--- src/rtl/fifo_stream_serializer_pkg.sv ---
// Shared definitions for the FIFO read-side serializer and the FIFO bench:
// state encoding and slice-count / index-width derivation.
package fifo_stream_serializer_pkg;

  typedef enum logic [1:0] {
    IDLE  = 2'd0,
    WAIT  = 2'd1,
    SHIFT = 2'd2
  } serState_e;

  localparam int defaultBitWidth = 32;
  localparam int defaultOutWidth = 8;

  function automatic int sliceCount(input int bitWidth, input int outWidth);
    return bitWidth / outWidth;
  endfunction

  function automatic int indexWidthOf(input int nrOfSlices);
    return (nrOfSlices > 1) ? $clog2(nrOfSlices) : 1;
  endfunction

endpackage

--- src/rtl/counter.sv ---
// Generic up/down counter with synchronous active-high reset and enable.
module counter #(
  parameter int WIDTH     = 4,
  parameter bit direction = 1'b1
) (
  input  logic             clock,
  input  logic             reset,
  input  logic             enable,
  output logic [WIDTH-1:0] count
);

  always_ff @(posedge clock) begin
    if (reset) begin
      count <= '0;
    end else if (enable) begin
      count <= direction ? count + WIDTH'(1) : count - WIDTH'(1);
    end
  end

endmodule

--- src/rtl/fifo_stream_serializer.sv ---
// Pops full-width words from a synchronous FIFO (one-cycle read latency) and
// emits each one as outWidth-bit slices on a valid/ready stream.
module fifo_stream_serializer
  import fifo_stream_serializer_pkg::*;
#(
  parameter int bitWidth = defaultBitWidth,
  parameter int outWidth = defaultOutWidth,
  parameter bit lsbFirst = 1'b1
) (
  input  logic                clock,
  input  logic                reset,
  input  logic                fifoEmpty,
  output logic                fifoPop,
  input  logic [bitWidth-1:0] fifoPopData,
  output logic                outValid,
  input  logic                outReady,
  output logic [outWidth-1:0] outData,
  output logic                busy
);

  localparam int nrOfSlices = sliceCount(bitWidth, outWidth);
  localparam int indexWidth = indexWidthOf(nrOfSlices);
  localparam logic [indexWidth-1:0] lastIndex = indexWidth'(nrOfSlices - 1);

  serState_e             state;
  serState_e             stateNext;
  logic [bitWidth-1:0]   wordReg;
  logic [indexWidth-1:0] sliceIndex;
  logic [indexWidth-1:0] nextIndex;
  logic                  transfer;
  logic                  lastSlice;
  logic                  popRequest;

  // Slice position in the word depends on the transmit order.
  function automatic logic [outWidth-1:0] sliceOf(input logic [bitWidth-1:0]   word,
                                                  input logic [indexWidth-1:0] idx);
    logic [indexWidth-1:0] pos;
    pos = lsbFirst ? idx : lastIndex - idx;
    return word[int'(pos)*outWidth +: outWidth];
  endfunction

  assign transfer  = outValid && outReady;
  assign lastSlice = (sliceIndex == lastIndex);
  assign nextIndex = sliceIndex + indexWidth'(1);
  assign busy      = (state != IDLE);
  assign fifoPop   = popRequest && !reset;

  counter #(
    .WIDTH    (indexWidth),
    .direction(1'b1)
  ) sliceCounter (
    .clock (clock),
    .reset (reset),
    .enable(transfer),
    .count (sliceIndex)
  );

  always_comb begin
    stateNext  = state;
    popRequest = 1'b0;
    unique case (state)
      IDLE: begin
        if (!fifoEmpty) begin
          popRequest = 1'b1;
          stateNext  = WAIT;
        end
      end
      WAIT: stateNext = SHIFT;
      SHIFT: begin
        if (transfer && lastSlice) begin
          if (!fifoEmpty) begin
            popRequest = 1'b1;
            stateNext  = WAIT;
          end else begin
            stateNext = IDLE;
          end
        end
      end
      default: stateNext = IDLE;
    endcase
  end

  // outData is preloaded with the next slice so it never depends on outReady combinationally.
  always_ff @(posedge clock) begin
    if (reset) begin
      state    <= IDLE;
      wordReg  <= '0;
      outValid <= 1'b0;
      outData  <= '0;
    end else begin
      state <= stateNext;
      if (state == WAIT) begin
        wordReg  <= fifoPopData;
        outData  <= sliceOf(fifoPopData, '0);
        outValid <= 1'b1;
      end else if (transfer) begin
        if (lastSlice) begin
          outValid <= 1'b0;
        end else begin
          outData <= sliceOf(wordReg, nextIndex);
        end
      end
    end
  end

endmodule

--- config.mk ---
export PLATFORM = sky130hd
export DESIGN_NAME = fifo_stream_serializer
export DESIGN_NICKNAME = d
export VERILOG_FILES = /design/src/rtl/fifo_stream_serializer_pkg.sv /design/src/rtl/counter.sv /design/src/rtl/fifo_stream_serializer.sv
export SDC_FILE = /design/constraint.sdc
export NUM_CORES = 1
export LEC_CHECK = 0
export CORE_UTILIZATION = 35
export DETAILED_ROUTE_END_ITERATION = 6
export GPL_ROUTABILITY_DRIVEN = 1
export GPL_TIMING_DRIVEN = 0
export HOLD_SLACK_MARGIN = 0.03
export MAX_ROUTING_LAYER = met4
export SLEW_MARGIN = 20
export SYNTH_ARGS = -nofsm -noshare
export SYNTH_HDL_FRONTEND = slang
export SYNTH_SLANG_ARGS = --single-unit
export TNS_END_PERCENT = 100
--- constraint.sdc ---
create_clock -name clock -period 2.1 [get_ports clock]
set_input_delay 0.42 -clock clock [delete_from_list [all_inputs] [get_ports clock]]
set_output_delay 0.42 -clock clock [all_outputs]
set_load 0.01 [all_outputs]
### Yosys cells after proc, flatten, opt, wreduce, memory -nomap -nowiden

Cells that the tools add are included.

* $add $sub $neg: 1
* multiply operators: 0
* divide/modulo/power cells: 0
* magnitude comparators: 0
* equal/unequal tests: 6
* shift-type cells: 1
* mux-type cells: 13
* bitwise operators: 0
* reductions and logical operators: 11

Operators with widths (count)
* 32-bit by 6-bit variable part select with 8-bit output: 1
* 8-bit two-way mux: 3
* 1-bit two-way mux: 6
* 2-bit one-hot mux with 3 select lines: 1
* 2-bit AND reduction: 3
* 2-bit nonzero test: 3
* 2-bit == test, second input constant: 2
* 2-bit two-way mux: 2
* 2-bit != test, second input constant: 2
* 1-bit logical AND: 3
* 2-bit by 1-bit adder with 2-bit output, second input constant: 1
* 2-bit by 1-bit == test with 1-bit output, second input constant: 1
* 2-bit logical NOT: 1
* 2-bit by 1-bit != test with 1-bit output, second input constant: 1
* 1-bit one-hot mux with 2 select lines: 1
* 1-bit logical NOT: 1

* bits in registers: 45
* latch bits: 0
* RAM bits: 0
* memory bits (read-only): 0
* output and inout port bits: 11
* logic and storage cells: 37
* memories kept: 0

### Longest topological paths before layout

Gate-level depths: netlist (run 1).

* word-level depth: 5
* mapped depth: 5

### Modules after synthesis

A second synthesis (run 1) with hierarchy kept.

* cells, all modules: 230
* area total of the unflattened synthesis: 1971.9 um^2

Modules (own cells, without submodules)
* fifo_stream_serializer: times used 1, cells each 223, area each 1893.1 um^2
* counter: times used 1, cells each 7, area each 78.8 um^2

### Worst setup path after synthesis (run 1)

Ideal clock, no wire load.

* kind: flip-flop to output port
* start point: register sliceCounter.count[0]
* end point: output fifoPop
* arrival time: 1344 ps
* data required time: 1680 ps
* slack: 336 ps
* cell stages (with the launch flop): 4
* path buffers: 0
* cells stage by stage: dfxtp_1 ha_1 nand3_1 a2111oi_0

* cells in the longest elaborated chain, start to end: 5

Ends and longest elaborated chain
* from (decl): line counter.sv:9 `output logic [WIDTH-1:0] count`
* from (signal assigned): line counter.sv:16 `count <= direction ? count + WIDTH'(1) : count - WIDTH'(1);`
* 2-bit == test: line fifo_stream_serializer.sv:43 `assign lastSlice = (sliceIndex == lastIndex);`
* 1-bit logical AND: line fifo_stream_serializer.sv:70 `if (transfer && lastSlice) begin`
* 1-bit two-way mux: line fifo_stream_serializer.sv:70
* 1-bit one-hot mux with 2 select lines: line fifo_stream_serializer.sv:61 `unique case (state)`
* 1-bit logical AND: line fifo_stream_serializer.sv:46 `assign fifoPop = popRequest && !reset;`
* to (decl): line fifo_stream_serializer.sv:13 `output logic fifoPop,`

No other way between the ends.

### Worst setup path in the final report (run 1)

Same ends and word-level chain as after synthesis.

==> impl_metrics.tcl, run 1 <==
set metrics [dict create \
    synth_edf_count 0 \
    cts_tree "done" \
    hold_path_class "register to register" \
    cp_max_fo 4 \
    cp_slowest_cell "dfxtp_1" \
    grtUsageMet1 0.246 \
    setup_viol 0 \
    ios 47 \
    dp_hpwl_mm 3.43 \
    crit_path_max_incr_delay_ns 0.36 \
    crit_arrival_ns 1.54 \
    grt_pass1_wl_mm 8.12 \
    required_ns 1.68 \
    power.density_nw_per_um2 683 \
    yosys.area.top_type_share 0.461 \
    hold_viol 0 \
    crit_family "flip-flops" \
    initial_core_util 0.373 \
    post_cts_buffers 0 \
    rows 26 \
    crit_path_end_kind "output port" \
    routed_wl_mm 4.90 \
    final_layout_size_suffix_gt1_frac 0.120 \
    diodes 0 \
    place.gp.congestion 0.785 \
    swShare 0.260 \
    rsz0062_at_grt "false" \
    vias 1735 \
    grt_max_degree 13 \
    max_freq_mhz 510 \
    grt_overflow 0 \
    clk_latency_ns 0.30 \
    cp_cell_sequence "ha_2 -> nand3_2 -> a2111oi_4 -> buf_2" \
    vias_per_cell 4.90 \
    synth-seq-cells 45 \
    layout.cells.non_filler 354 \
    grtUsageMet3 0.0405 \
    numClockSinks 45 \
    busiest_layer "met2" \
    syn_area_per_cell_um2 8.50 \
    path_clk_slew_ns 0.08 \
    rr_worst_depth 4 \
    power_frac_comb 0.183 \
    p_seq_frac 0.526 \
    antenna_found_initial 0 \
    antenna_left 0 \
    synth-seq-area-share 0.461 \
    synth_nets 267 \
    core_region_area_um2 5240 \
    yosysUniqueCellTypes 28 \
    r2r_end "outData[6]$_SDFFE_PP0P_" \
    worstHoldEndpoint "wordReg[19]$_SDFFE_PP0P_" \
    switchingPower_uw 463 \
    rr_startpoint "sliceCounter.count[0]$_SDFFE_PP0P_" \
    holdPathStages 2 \
    ir_drop_mv 0.255 \
    cp_num_buf_inv 1 \
    power.static_leakage_uw 0.000908 \
    r2r_slack_ns 0.51 \
    path_class "register to output port" \
    syn-cell-area_um2 1950 \
    dieArea_um2 5890 \
    pwr-share-clk 0.291 \
    htree_levels 2 \
    cts_root_buf "clkbuf_8" \
    layout.nets 320 \
    slew_violations 0 \
    holdWs_ns 0.457 \
    drt-pass1-iter-count 4 \
    final.setup_skew_ns 0.00772 \
    tightest_slew_ns 0.581 \
    die_x_um 76.7 \
    post-route-period-util 0.933 \
    synth-warning-count 0 \
    grt_usage 0.182 \
    synthFlopType "dfxtp_1" \
    syn2layout_area_growth_pct 33.2 \
    place_inst 346 \
    wl_per_cell_um 13.8 \
    synth-async-reset-ratio 0 \
    first_iter_violations 102 \
    cts_buffer_depth 2 \
    postSynthCellCount 230 \
    maxCapViolations 0 \
    slew_headroom 0.610 \
    finalCriticalPeriod_ns 1.96 \
    synth_area_leaders "dfxtp_1 46%, nand2_1 13%, a21oi_1 9.0%" \
    numCtsBuffers 5 \
    use_met2 0.271 \
    start_kind "register" \
    die_y_um 76.7 \
    port_buffers 46 \
    drcViolationCount 0 \
    grt_pass1_vias 1616 \
    worstHoldStart "wordReg[19]$_SDFFE_PP0P_" \
    yosys.area.top_type "dfxtp_1" \
    status "complete, no violations" \
    p_int_uw 1320 \
]
-- final cells by class --
type,instances,area [um2]
buffer,18,111
clock buffer,8,80.1
fill,538,2640
inverter,2,7.51
multi-input combinational,165,961
sequential,45,901
tap,70,87.6
timing repair buffer,46,454
-- logic make-up (layout without fill, tap and decap cells) --
logic type / after synthesis / in the layout / synth area share
compound gates: 53 / 53 / 0.167
fa+ha+maj: 1 / 1 / 0.00640
flops: 45 / 45 / 0.461
xor+xnor: 1 / 1 / 0.00448
buf+inv: 20 / 74 / 0.0608
mux: 17 / 17 / 0.0948
simple gates: 93 / 93 / 0.206
-- worst reg2reg max path: cells and delay by family (launching register included) --
family | cells | cell delay, ns
flip-flops | 1 | 0.36
adder cells (fa/ha/maj) | 1 | 0.33
AO/OA/AOI/OAI | 1 | 0.20
buffers and inverters | 1 | 0.23
AND/OR/NAND/NOR | 1 | 0.40
-- how the worst max path moves through the flow --
stage,cells after the start,slack [ns],startpoint,endpoint
CTS,4,0.005,sliceCounter.count[0]$_SDFFE_PP0P_,fifoPop
detailed placement,4,-0.45,outReady,fifoPop
floorplan,3,0.34,sliceCounter.count[0]$_SDFFE_PP0P_,fifoPop
global route,4,0.06,sliceCounter.count[0]$_SDFFE_PP0P_,fifoPop
global placement,4,-0.43,outReady,fifoPop
finish,4,0.14,sliceCounter.count[0]$_SDFFE_PP0P_,fifoPop
-- synth_stat cells (2+ instances only) --
library cell and number:
a21oi_1 35, inv_1 2, nor2_1 2, clkbuf_1 4, buf_2 10, mux2_2 8, a41oi_1 7, nand3_1 10
or3_1 8, dfxtp_1 45, o31ai_1 7, mux2i_1 8, buf_6 2, a2111oi_0 2, nand2_1 67
-- cell usage in the layout (no fill, tap or decap) --
| master | count |
|---|---|
| clkbuf_8 | 5 |
| nand3_2 | 1 |
| a311oi_2 | 1 |
| nand2_1 | 67 |
| nand3b_1 | 1 |
| a21oi_1 | 35 |
| buf_6 | 2 |
| buf_12 | 1 |
| mux2_4 | 1 |
| a2111oi_4 | 1 |
| buf_2 | 11 |
| nor3_1 | 1 |
| or2_2 | 1 |
| buf_1 | 1 |
| nand2b_1 | 1 |
| a41oi_1 | 7 |
| o31ai_1 | 7 |
| ha_2 | 1 |
| nor2_1 | 2 |
| xor2_1 | 1 |
| clkbuf_1 | 7 |
| dlygate4sd2_1 | 1 |
| nor2b_2 | 1 |
| clkdlybuf4s50_1 | 44 |
| inv_1 | 2 |
| nand3_1 | 9 |
| or3_1 | 8 |
| dfxtp_1 | 45 |
| o21ai_1 | 1 |
| a2111oi_0 | 1 |
| mux2i_1 | 8 |
| and3b_1 | 1 |
| mux2_2 | 8 |
-- flip-flops by register name, indices dropped and copies added, names as in the netlist --
name and count:
wordReg 32, outValid 1, outData 8, sliceCounter.count 2
state 2
-- through the flow --
step                      setup WS, ns  power (uW)   util  setup TNS [ns]  cell area [um2]
after detailed placement        -0.455        1280  0.478          -0.837             2500
after CTS                      0.00498        1790  0.495               0             2590
after global placement          -0.434        1280  0.478           -1.02             2500
after global routing            0.0577        1860  0.497               0             2600
final                            0.140        1780  0.497               0             2600
after floorplan                  0.336        1120      -               0             1950
-- layer usage --
layer	share of wire	up-vias
met3	0.039	5
met2	0.43	41
li1	-	902
met5	0	-
met1	0.51	787
met4	0.012	0
-- power by group through the flow --
stage          Combinational (uW)  Sequential [uW]  Clock (uW)
2_1_floorplan                 164              955           0
3_3_place_gp                  323              954           0
3_5_place_dp                  325              954           0
4_1_cts                       327              935         526
5_1_grt                       358              943         564
6_report                      326              936         517
-- repair_timing --
action	4_1_cts	5_1_grt
endpoints found under the setup margin	1	1
hold buffers	0	0
gates resized for setup	8	3
Power figures use the tool's default switching activity.
==> inputs of run 2 (changes only) <==
--- a/config.mk
+++ b/config.mk
@@ -11,6 +11,7 @@
 export GPL_TIMING_DRIVEN = 0
 export HOLD_SLACK_MARGIN = 0.03
 export MAX_ROUTING_LAYER = met4
+export PLACE_DENSITY = 0.63
 export SLEW_MARGIN = 20
 export SYNTH_ARGS = -nofsm -noshare
 export SYNTH_HDL_FRONTEND = slang
==> run 2 against run 1 <==
Compared with the run above: clock power down 1%; combinational power down 2%; via count down 1.2%; utilization up 0.12 points; final area up 0.24%; register-to-register slack better by 0.08 ns; critical path type unchanged; routed wire length down 3.5%; fmax down 0.70%; power down 0.46%; hold slack worse by 0.0032 ns; worst setup slack worse by 0.014 ns; clock skew down 0.0020 ns.
==> impl_metrics.tcl, run 2 (same netlist as run 1, synthesis figures left out) <==
set metrics [dict create \
    slew_headroom 0.613 \
    first_iter_violations 121 \
    max_freq_mhz 507 \
    place_inst 346 \
    final_area_um2 2610 \
    dp_hpwl_mm 3.40 \
    cts_tree "done" \
    place.gp.congestion 0.790 \
    final_layout_size_suffix_gt1_frac 0.127 \
    grt_pass1_vias 1612 \
    rows 26 \
    final_cell_mix "67 x nand2_1, 44 x clkdlybuf4s50_1, 43 x dfxtp_1" \
    final.setup_skew_ns 0.00569 \
    power.static_leakage_uw 0.000907 \
    cp_max_fo 4 \
    place_area_um2 2500 \
    dieArea_um2 5890 \
    grt_pass1_wl_mm 7.80 \
    tightest_slew_ns 0.577 \
    power_frac_comb 0.182 \
    top_regs "wordReg x32, outData x8" \
    diodes 0 \
    required_ns 1.68 \
    grt_usage 0.175 \
    pwr-share-clk 0.289 \
    ir_drop_mv 0.351 \
    swShare 0.257 \
    layout.nets 320 \
    wl_per_cell_um 13.4 \
    clk_latency_ns 0.30 \
    port_buffers 46 \
    final_common_cell "nand2_1" \
    start_kind "register" \
    layout.cells.non_filler 354 \
    ios 47 \
    post_cts_buffers 0 \
    finalCriticalPeriod_ns 1.97 \
    holdWs_ns 0.454 \
    initial_core_util 0.373 \
    dp_slack_ns -0.448 \
    largest_reg_flops 32 \
    hold_path_class "register to register" \
    crit_path_end_kind "output port" \
    cts_root_buf "clkbuf_8" \
    antenna_left 0 \
    vias_per_cell 4.84 \
    drt-pass1-iter-count 4 \
    grt_overflow 0 \
    hold_viol 0 \
    fin_ws_ns 0.126 \
    fin_total_pwr_uw 1770 \
    path_clk_slew_ns 0.08 \
    p_seq_frac 0.529 \
    regMostFlops "wordReg" \
    grt_max_degree 13 \
    setup_viol 0 \
    drcViolationCount 0 \
    vias 1714 \
    antenna_found_initial 0 \
    slew_violations 0 \
    die_x_um 76.7 \
    status "complete, no violations" \
    post-route-period-util 0.940 \
    core_region_area_um2 5240 \
    die_y_um 76.7 \
    maxCapViolations 0 \
    crit_arrival_ns 1.55 \
    power.density_nw_per_um2 679 \
    p_int_uw 1320 \
    r2r_slack_ns 0.59 \
    htree_levels 2 \
    path_class "register to output port" \
    syn2layout_area_growth_pct 33.5 \
    numClockSinks 45 \
    routed_wl_mm 4.73 \
    cts_buffer_depth 2 \
    numCtsBuffers 5 \
    rsz0062_at_grt "false" \
    switchingPower_uw 454 \
]
[run 2: cell types whose count changed in the layout (fill, tap and decap cells not counted), sizes merged]
cell / delta
buf: -1
clkdlybuf4s15: +1
[run 2: area by class of cell]
type / count / area (um2)
inverter: 2 / 7.51
buffer: 18 / 111
multi-input combinational: 165 / 958
clock buffer: 8 / 80.1
timing repair buffer: 46 / 460
fill: 532 / 2630
sequential: 45 / 903
tap: 70 / 87.6
[run 2: per-stage QoR]
step	util	setup TNS, ns
floorplan	-	0
global placement	0.478	-0.593
detailed placement	0.478	-0.723
CTS	0.496	0
global route	0.498	0
finish	0.498	0
[run 2: what timing repair did]
| item | in CTS | in global routing |
|---|---|---|
| endpoints found under the setup margin | 1 | 1 |
| resized for setup | 7 | 3 |
| hold buffers | 0 | 0 |
[run 2: power groups by stage]
stage	logic (uW)	registers (uW)	clock network, uW
2_1_floorplan	164	955	0
4_1_cts	325	936	525
3_5_place_dp	323	955	0
6_report	321	937	512
3_3_place_gp	320	954	0
5_1_grt	355	943	550
[run 2: worst paths after layout]
kind / startpoint / to / cells past startpoint
max: sliceCounter.count[0]$_SDFFE_PP0P_ / fifoPop / 4
min: wordReg[18]$_SDFFE_PP0P_ / wordReg[18]$_SDFFE_PP0P_ / 2
max reg2reg: sliceCounter.count[0]$_SDFFE_PP0P_ / outData[6]$_SDFFE_PP0P_ / 4
min reg2reg: wordReg[18]$_SDFFE_PP0P_ / wordReg[18]$_SDFFE_PP0P_ / 2
[run 2: per-layer routing]
layer  part of all wire  vias to the layer above  track usage  routed length, um
met4              0.014                        0       0.0558                 65
met1               0.49                      742        0.231               2320
met5                  0                        -            -                  0
met3              0.063                        7       0.0488                300
li1                   -                      906            -                  -
met2               0.43                       59        0.256               2040
[run 2: critical path: stages, from the launching register on]
cell and delay [ns]:
dfxtp_2 0.37, ha_4 0.16, nand3_2 0.10, a2111oi_2 0.36, clkdlybuf4s15_2 0.27
